`src/rtl/screen_wr_seq_if.sv`:
```
// Host register-write strobe bus and screen RAM write port of screen_wr_seq.
// master = host/bench side driving register strobes; slave = the sequencer.
// Carries cursor/mode/busy status back to the host alongside the RAM write port.
interface screen_wr_seq_if;
  logic        reg_wr;
  logic [3:0]  reg_sel;
  logic [7:0]  reg_data;
  logic [7:0]  mode;
  logic [15:0] cursor_addr;
  logic [15:0] ram_wraddr;
  logic [7:0]  ram_data;
  logic        ram_wren;
  logic        busy;

  modport master (
    output reg_wr, reg_sel, reg_data,
    input  mode, cursor_addr, ram_wraddr, ram_data, ram_wren, busy
  );

  modport slave (
    input  reg_wr, reg_sel, reg_data,
    output mode, cursor_addr, ram_wraddr, ram_data, ram_wren, busy
  );
endinterface

```
`src/rtl/screen_wr_seq.sv`:
```
// Screen write sequencer: register file (mode/cursor/fill), char writes at the
// cursor with auto-increment, and a hardware clear-screen fill.
// RAM writes appear one cycle after the strobe; a clear writes one word per clk.
module screen_wr_seq #(
  parameter int COLS      = 80,
  parameter int ROWS      = 60,
  parameter int CLR_WORDS = 7680
) (
  input logic           clk,
  input logic           rst,
  screen_wr_seq_if.slave bus
);

  localparam int CW = $clog2(CLR_WORDS + 1);

  typedef enum logic [0:0] {IDLE, CLEAR} state_t;

  state_t          state, next_state;
  logic [7:0]      mode_q;
  logic [7:0]      fill_q;
  logic [6:0]      x;
  logic [7:0]      y;
  logic [15:0]     addr_lin;
  logic [CW-1:0]   cnt;
  logic [15:0]     cursor;
  logic [15:0]     wraddr_q;
  logic [7:0]      wrdata_q;
  logic            wren_q;

  logic            char_wr;
  logic            start_clear;
  logic            clear_wr;
  logic            clear_done;

  // xy form packs y above a 7-bit x field; linear form is the raw 16-bit address
  assign cursor = (mode_q == 8'd0) ? {1'b0, y, x} : addr_lin;

  assign bus.mode        = mode_q;
  assign bus.cursor_addr = cursor;
  assign bus.ram_wraddr  = wraddr_q;
  assign bus.ram_data    = wrdata_q;
  assign bus.ram_wren    = wren_q;
  assign bus.busy        = (state == CLEAR);

  // FSM state register; reset aborts any running clear at once
  always_ff @(posedge clk or posedge rst) begin
    if (rst) state <= IDLE;
    else     state <= next_state;
  end

  // Next state and per-cycle actions; char and clear strobes only act in IDLE
  always_comb begin
    next_state  = state;
    char_wr     = 1'b0;
    start_clear = 1'b0;
    clear_wr    = 1'b0;
    clear_done  = 1'b0;
    case (state)
      IDLE: begin
        if (bus.reg_wr && bus.reg_sel == 4'd1) begin
          char_wr = 1'b1;
        end else if (bus.reg_wr && bus.reg_sel == 4'd5 && bus.reg_data == 8'h01) begin
          start_clear = 1'b1;
          next_state  = CLEAR;
        end
      end
      CLEAR: begin
        // cnt is the next address to write; word 0 was issued on entry
        if (cnt == CW'(CLR_WORDS)) begin
          clear_done = 1'b1;
          next_state = IDLE;
        end else begin
          clear_wr = 1'b1;
        end
      end
      default: next_state = IDLE;
    endcase
  end

  // Register file, cursor movement, clear counter and the registered RAM port
  always_ff @(posedge clk or posedge rst) begin
    if (rst) begin
      mode_q   <= 8'd0;
      fill_q   <= 8'h20;
      x        <= 7'd0;
      y        <= 8'd0;
      addr_lin <= 16'd0;
      cnt      <= '0;
      wraddr_q <= 16'd0;
      wrdata_q <= 8'd0;
      wren_q   <= 1'b0;
    end else begin
      wren_q <= 1'b0;

      // mode, cursor and fill registers are writable even during a clear
      if (bus.reg_wr) begin
        case (bus.reg_sel)
          4'd0: mode_q <= bus.reg_data;
          4'd3: begin
            x             <= bus.reg_data[6:0];
            addr_lin[7:0] <= bus.reg_data;
          end
          4'd4: begin
            y              <= bus.reg_data;
            addr_lin[15:8] <= bus.reg_data;
          end
          4'd6: fill_q <= bus.reg_data;
          default: ;
        endcase
      end

      if (char_wr) begin
        wren_q   <= 1'b1;
        wraddr_q <= cursor;
        wrdata_q <= bus.reg_data;
        if (mode_q == 8'd0) begin
          // x wraps at the last column, or at 127 when loaded out of range
          if (x == 7'(COLS - 1) || x == 7'h7f) begin
            x <= 7'd0;
            y <= (y == 8'(ROWS - 1)) ? 8'd0 : y + 8'd1;
          end else begin
            x <= x + 7'd1;
          end
        end else begin
          addr_lin <= addr_lin + 16'd1;
        end
      end

      if (start_clear) begin
        wren_q   <= 1'b1;
        wraddr_q <= 16'd0;
        wrdata_q <= fill_q;
        cnt      <= CW'(1);
      end

      // ram_data is left alone so the fill captured at entry persists
      if (clear_wr) begin
        wren_q   <= 1'b1;
        wraddr_q <= 16'(cnt);
        cnt      <= cnt + CW'(1);
      end

      // cursor reset wins over any reg3/reg4 write landing on the same edge
      if (clear_done) begin
        x        <= 7'd0;
        y        <= 8'd0;
        addr_lin <= 16'd0;
      end
    end
  end

endmodule
```
`src/flat_wrapper.sv`:
```
// flat-port wrapper written by rule: the top's interface ports become plain ports
module screen_wr_seq_flat 
#(
  parameter int COLS      = 80,
  parameter int ROWS      = 60,
  parameter int CLR_WORDS = 7680
)
  (clk, rst, bus_reg_wr, bus_reg_sel, bus_reg_data, bus_mode, bus_cursor_addr, bus_ram_wraddr, bus_ram_data, bus_ram_wren, bus_busy);
  screen_wr_seq_if bus_i ();
  input logic clk;
  input logic rst;
  input wire logic [$bits(bus_i.reg_wr)-1:0] bus_reg_wr;
  input wire logic [$bits(bus_i.reg_sel)-1:0] bus_reg_sel;
  input wire logic [$bits(bus_i.reg_data)-1:0] bus_reg_data;
  output wire logic [$bits(bus_i.mode)-1:0] bus_mode;
  output wire logic [$bits(bus_i.cursor_addr)-1:0] bus_cursor_addr;
  output wire logic [$bits(bus_i.ram_wraddr)-1:0] bus_ram_wraddr;
  output wire logic [$bits(bus_i.ram_data)-1:0] bus_ram_data;
  output wire logic [$bits(bus_i.ram_wren)-1:0] bus_ram_wren;
  output wire logic [$bits(bus_i.busy)-1:0] bus_busy;
  assign bus_i.reg_wr = bus_reg_wr;
  assign bus_i.reg_sel = bus_reg_sel;
  assign bus_i.reg_data = bus_reg_data;
  assign bus_mode = bus_i.mode;
  assign bus_cursor_addr = bus_i.cursor_addr;
  assign bus_ram_wraddr = bus_i.ram_wraddr;
  assign bus_ram_data = bus_i.ram_data;
  assign bus_ram_wren = bus_i.ram_wren;
  assign bus_busy = bus_i.busy;
  screen_wr_seq #(.COLS(COLS), .ROWS(ROWS), .CLR_WORDS(CLR_WORDS)) u_core (.clk(clk), .rst(rst), .bus(bus_i));
endmodule
```
`config.mk`:
```
export PLATFORM = sky130hd
export DESIGN_NAME = screen_wr_seq_flat
export DESIGN_NICKNAME = d
export VERILOG_FILES = /design/src/rtl/screen_wr_seq_if.sv /design/src/rtl/screen_wr_seq.sv /design/src/flat_wrapper.sv
export SDC_FILE = /design/constraint.sdc
export NUM_CORES = 1
export LEC_CHECK = 0
export BUFFER_PORTS_ARGS = -buffer_cell sky130_fd_sc_hd__buf_2
export CAP_MARGIN = 20
export CORE_ASPECT_RATIO = 0.9
export CORE_UTILIZATION = 52
export CTS_CLUSTER_DIAMETER = 40
export DETAILED_ROUTE_END_ITERATION = 12
export GPL_TIMING_DRIVEN = 0
export HOLD_SLACK_MARGIN = 0.06
export PLACE_DENSITY_LB_ADDON = 0.12
export SLEW_MARGIN = 20
export SYNTH_ARGS = -nofsm -noshare
export SYNTH_HDL_FRONTEND = slang
export SYNTH_SLANG_ARGS = --single-unit
```
`constraint.sdc`:
```
create_clock -name clk -period 2.3 [get_ports clk]
set_input_delay 0.23 -clock clk [delete_from_list [all_inputs] [get_ports clk]]
set_output_delay 0.23 -clock clk [all_outputs]
set_load 0.01 [all_outputs]
```
After elaboration in Yosys (flattened, before gate mapping)
Cells that the tools add are included.
{ "totals": {"in_bits": 15, "register_bits": 86, "out_inout_bits": 50, "word_cells": 76} }
{ "classes": {"eq_ne": 10, "bitwise_logic": 1, "n_reduce_logical": 11, "n_addsub": 4, "n_mux": 40} }
{ "ops": {"columns": ["op", "n"], "rows": [
  ["16-bit 2-to-1 mux", 8],
  ["8-bit 2-to-1 mux", 11],
  ["7-bit 2-to-1 mux", 6],
  ["13-bit 2-to-1 mux", 2],
  ["16-bit by 1-bit adder with 16-bit output, second input constant", 1],
  ["7-bit == test, second input constant", 2],
  ["13-bit by 1-bit adder with 13-bit output, second input constant", 1],
  ["13-bit == test, second input constant", 1],
  ["4-bit by 3-bit == test with 1-bit output, second input constant", 3],
  ["1-bit 2-to-1 mux", 12],
  ["8-bit by 1-bit adder with 8-bit output, second input constant", 1],
  ["8-bit by 1-bit == test with 1-bit output, second input constant", 1],
  ["8-bit by 6-bit == test with 1-bit output, second input constant", 1],
  ["8-bit zero test", 1],
  ["7-bit by 1-bit adder with 7-bit output, second input constant", 1],
  ["4-bit by 1-bit == test with 1-bit output, second input constant", 1],
  ["4-bit by 2-bit == test with 1-bit output, second input constant", 1],
  ["4-bit zero test", 1],
  ["2-bit AND reduction", 2],
  ["2-bit nonzero test", 2],
  ["1-bit logical AND", 3],
  ["3-bit nonzero test", 1],
  ["1-bit one-hot mux with 2 select lines", 1],
  ["1-bit logical OR", 1],
  ["1-bit inverter", 1]
]} }

Longest topological paths before layout
{ "depth": {"ltp_word": 8, "depth_mapped": 8, "mapped_depth_nobuf": 8} }

Worst setup path after synthesis
No wires, ideal clock.
{ "synth_path": {"path_kind": "flip-flop to flip-flop", "from": "reg u_core.cnt[7]", "to": "reg u_core.wraddr_q[2] (netlist: u_core.bus.ram_wraddr[2])", "arrival_time_ns": 1.953, "setup_ns": 0.074, "t_required_ns": 2.226, "path_stages_with_launch": 7, "setup_slack_ns": 0.273, "period_less_slack_ns": 2.027, "path_buffers": 1, "cell_sequence": "dfrtp_1 -> or4b_4 -> o41a_4 -> nor2_4 -> inv_2 -> buf_6 -> o21ai_2"} }
{ "synth_between": {"elab_chain_len": 4, "word_cells_on_any_way": 5, "classes_between": "1 x eq/ne; 3 x mux; 1 x reduce/logical"} }
{ "synth_rtl": {"columns": ["item", "line_no", "rtl"], "rows": [
  ["from (decl)", "screen_wr_seq.sv:24", "logic [CW-1:0] cnt;"],
  ["from (signal assigned)", "screen_wr_seq.sv:140", "cnt <= cnt + CW'(1);"],
  ["13-bit == test (*)", "screen_wr_seq.sv:69", "if (cnt == CW'(CLR_WORDS)) begin"],
  ["1-bit 2-to-1 mux (*)", "screen_wr_seq.sv:69", null],
  ["1-bit 2-to-1 mux (*)", "screen_wr_seq.sv:58", "case (state)"],
  ["3-bit nonzero test (no source line) or 16-bit 2-to-1 mux (tied branches)", null, null],
  ["to (signal assigned)", "screen_wr_seq.sv:114", "wraddr_q <= cursor;"],
  ["to (signal assigned)", "screen_wr_seq.sv:139", "wraddr_q <= 16'(cnt);"],
  ["to (decl)", "screen_wr_seq.sv:26", "logic [15:0] wraddr_q;"]
]} }
Mark *: on every way between the ends. The rest lies on a longest branch, timed or not.
A chain may end at the register's enable or synchronous reset.

Final worst setup path
{ "layout_path": {"from": "reg u_core.cnt[7]", "to": "reg u_core.wraddr_q[1] (netlist: u_core.bus.ram_wraddr[1])"} }
Same word-level chain as after synthesis.

==> metrics.csv <==
metric,value,unit
Initial Util,54.0,%
switch share,35.1,%
share of cells above drive strength 1,28.8,%
Core Area,8610,sq um
syn nets,500,
CTS tree,yes,
# DRC,0,
most frequent cells in the layout,"dfrtp_1, nand2_1, buf_2",
Hold Path Stages,3,
switching pwr,1.69,mW
min cycle time layout,2.28,ns
total grt overflow,0,
Startpoint Class,register,
Placer Congestion,0.895,
antenna cell count,0,
Critical Path Stages,6,
pwr dens,876,nW/um^2
largest net degree at the start of global routing,36,
combinational share of power,27.8,%
Final Setup Violations,0,
RSZ-0062 raised after global routing,yes,
Yosys cell types,57,
Setup Skew,0.0101,ns
# H-tree levels,3,
max-cap viol count,0,
initial antenna violation count,0,
WL final,13200,um
sequential share of power,47.1,%
Total Nets Final,585,
Main synth FF type,dfrtp_1,
WHS,0.227,ns
async set-reset flop share out of synthesis,100,%
hpwl dp,9620,um
worst-path maximum fanout,10,
WP data required,2.57,ns
sequential fraction of the synthesis area,46.4,%
Die Footprint,9320,sq um
synthesis-to-finish area growth,18.6,%
outcome,"complete, no violations",
Critical Path Max Stage Delay,0.58,ns
Util after Layout,64.0,%
Die Y,91.7,um
# rows,32,
"EDFF count, synth",0,
"Clk Latency, worst-skew pair",0.35,ns
gr usage total,29.9,%
HP Class,in -> reg,
1st-iter DRT viols,263,
Slowest cell on crit path,or4b_4,
slew margin rel.,47.2,%
cell internal pwr,3.13,mW
depth of the most critical reg-to-reg path,6,
"Cell Area, Synth",4650,sq um
Leak,2.41,nW
DR pass1 iterations,5,
detailed-route via count,4208,
root buf cell,clkbuf_8,
"FF+latch count, synth",86,
drt wl/cell,19.2,um
"commonest non-fill, non-tap cell in the layout",dfrtp_1,
antenna-violating nets left,0,
worst slew pin tran,0.786,ns
first-pass GRT wire length,21100,um
IO Pins,65,
Synth Warn #,0,
Crit path max-delay family,simple AND/OR/NAND/NOR gates,
TritonCTS Sinks,86,
total CTS buffers,9,
Worst-path clk slew,0.09,ns
Arrival @ worst endpoint,2.56,ns
Post-Syn Instances,479,
final hold viol count,0,
Critical Setup Path Class,reg -> reg,
crit-path cells,"or4b_4, o41a_4, nor2_4, inv_2, buf_6, o22ai_2",
Clk pwr share,25.2,%
Critical Path Sink Type,register,
Die Wd,102,um
Tcrit/Tclk final,99.3,%
Critical path buffers and inverters,2,
count of input and output buffers,64,
number of global-route vias before repair,3900,
Power Total,4.82,mW
Vias per Instance,6.12,
Fmax achieved,438,MHz
Max IR drop VDD,0.499,mV
max-slew violations,0,
"Avg Cell Area, Syn",9.70,sq um
Clock Path Buffers,2,
==> logic make-up (layout without fill, tap and decap cells) <==
family | Yosys count | count (layout) | synth area share [%]
xor+xnor | 4 | 4 | 0.754
mux | 51 | 51 | 11.9
fa+ha+maj | 6 | 6 | 1.62
flops | 86 | 86 | 46.4
simple gates | 208 | 208 | 22.7
buf+inv | 23 | 113 | 2.21
compound gates | 101 | 101 | 14.5
==> worst register-to-register path, cell delays in order, from the launching register on <==
cell	delay [ns]
dfrtp_2	0.45
or4b_4	0.58
o41a_4	0.54
nor2_4	0.21
inv_2	0.12
buf_6	0.18
o22ai_2	0.13
==> per-stage QoR <==
| stage | TNS [ns] | instances | setup WS (ns) | cell area, sq um |
|---|---|---|---|---|
| 3_5_place_dp | -0.290 | 664 | -0.0379 | 5160 |
| 5_1_grt | -0.228 | 688 | -0.0324 | 5510 |
| 6_report | 0 | 688 | 0.0172 | 5510 |
| 2_1_floorplan | 0 | 479 | 0.273 | 4650 |
| 4_1_cts | 0 | 682 | 0.00571 | 5430 |
| 3_3_place_gp | -0.000833 | 662 | -0.000833 | 5120 |
==> synth_stat cells, drive strengths merged (2+ instances only) <==
library cell	instances	share of area [%]
o211ai	5	0.81
nor3b	4	0.75
nor4b	2	0.38
or3	7	0.94
nor4	5	0.67
o21ai	32	3.8
nor2	24	2.1
xnor2	3	0.57
nand2b	4	0.54
or2	4	0.54
a31oi	15	2.0
nor3	11	1.3
ha	6	1.6
and3	11	1.5
mux2	34	8.2
nand2	81	6.5
o22ai	5	0.94
o31a	6	1.1
a21o	2	0.32
or4	4	0.65
and2	7	0.94
a21oi	19	2.3
buf	6	0.83
a22oi	7	1.1
dfrtp	85	46
inv	6	0.48
nand3	24	2.6
nand4	10	1.3
nand3b	5	0.81
mux2i	17	3.7
o31ai	2	0.32
clkbuf	11	0.89
==> registers in the layout (all words and copies together) (netlist names) <==
name                   cells
u_core.addr_lin           16
u_core.x                   7
u_core.bus.mode            8
u_core.cnt                13
u_core.bus.ram_data        8
u_core.y                   8
u_core.fill_q              8
u_core.bus.ram_wren        1
u_core.bus.ram_wraddr     16
u_core.bus.busy            1
==> routing by layer <==
metal	routed length, um	share of wire (%)	vias up	GRT usage [%]
li1	-	-	1942	-
met3	609	4.6	23	4.34
met4	239	1.8	0	8.09
met5	0	0	-	0
met1	6100	46	2086	42.9
met2	6280	47	157	47.1
==> path summary, 6_finish.rpt <==
| check | endpoint | slack (ns) | startpoint |
|---|---|---|---|
| max in group asynchronous | u_core.fill_q[5] | 0.99 | rst |
| min in group asynchronous | u_core.x[5] | 0.47 | rst |
| min | u_core.addr_lin[9] | 0.23 | bus_reg_data[1] |
| max reg2reg | u_core.bus.ram_wraddr[1] | 0.02 | u_core.cnt[7] |
| max | u_core.bus.ram_wraddr[1] | 0.02 | u_core.cnt[7] |
| min reg2reg | u_core.bus.ram_data[5] | 0.47 | u_core.bus.ram_data[5] |
==> area by class of cell <==
cell class | instances | area, sq um
Fill cell | 731 | 3100
Multi-Input combinational cell | 370 | 2440
Sequential cell | 86 | 2160
Timing Repair Buffer | 74 | 423
Tap cell | 119 | 149
Clock buffer | 9 | 124
Clock inverter | 7 | 103
Buffer | 17 | 87.6
Inverter | 6 | 26.3
==> repair_timing <==
item,4_1_cts,5_1_grt
setup buffers,1,6
endpoints found under the setup margin,35,42
resized for setup,7,9
pin swaps,1,3
endpoints found under the hold margin,23,0
hold buffers,1,0
==> power by group through the flow <==
stage	clock [mW]	combinational, mW	sequential, mW
CTS	1.24	1.33	2.25
global placement	0	1.27	2.25
global route	1.29	1.47	2.32
detailed placement	0	1.31	2.27
finish	1.21	1.34	2.27
floorplan	0	0.762	2.26
Note: power is estimated with default switching activity, not from simulation.
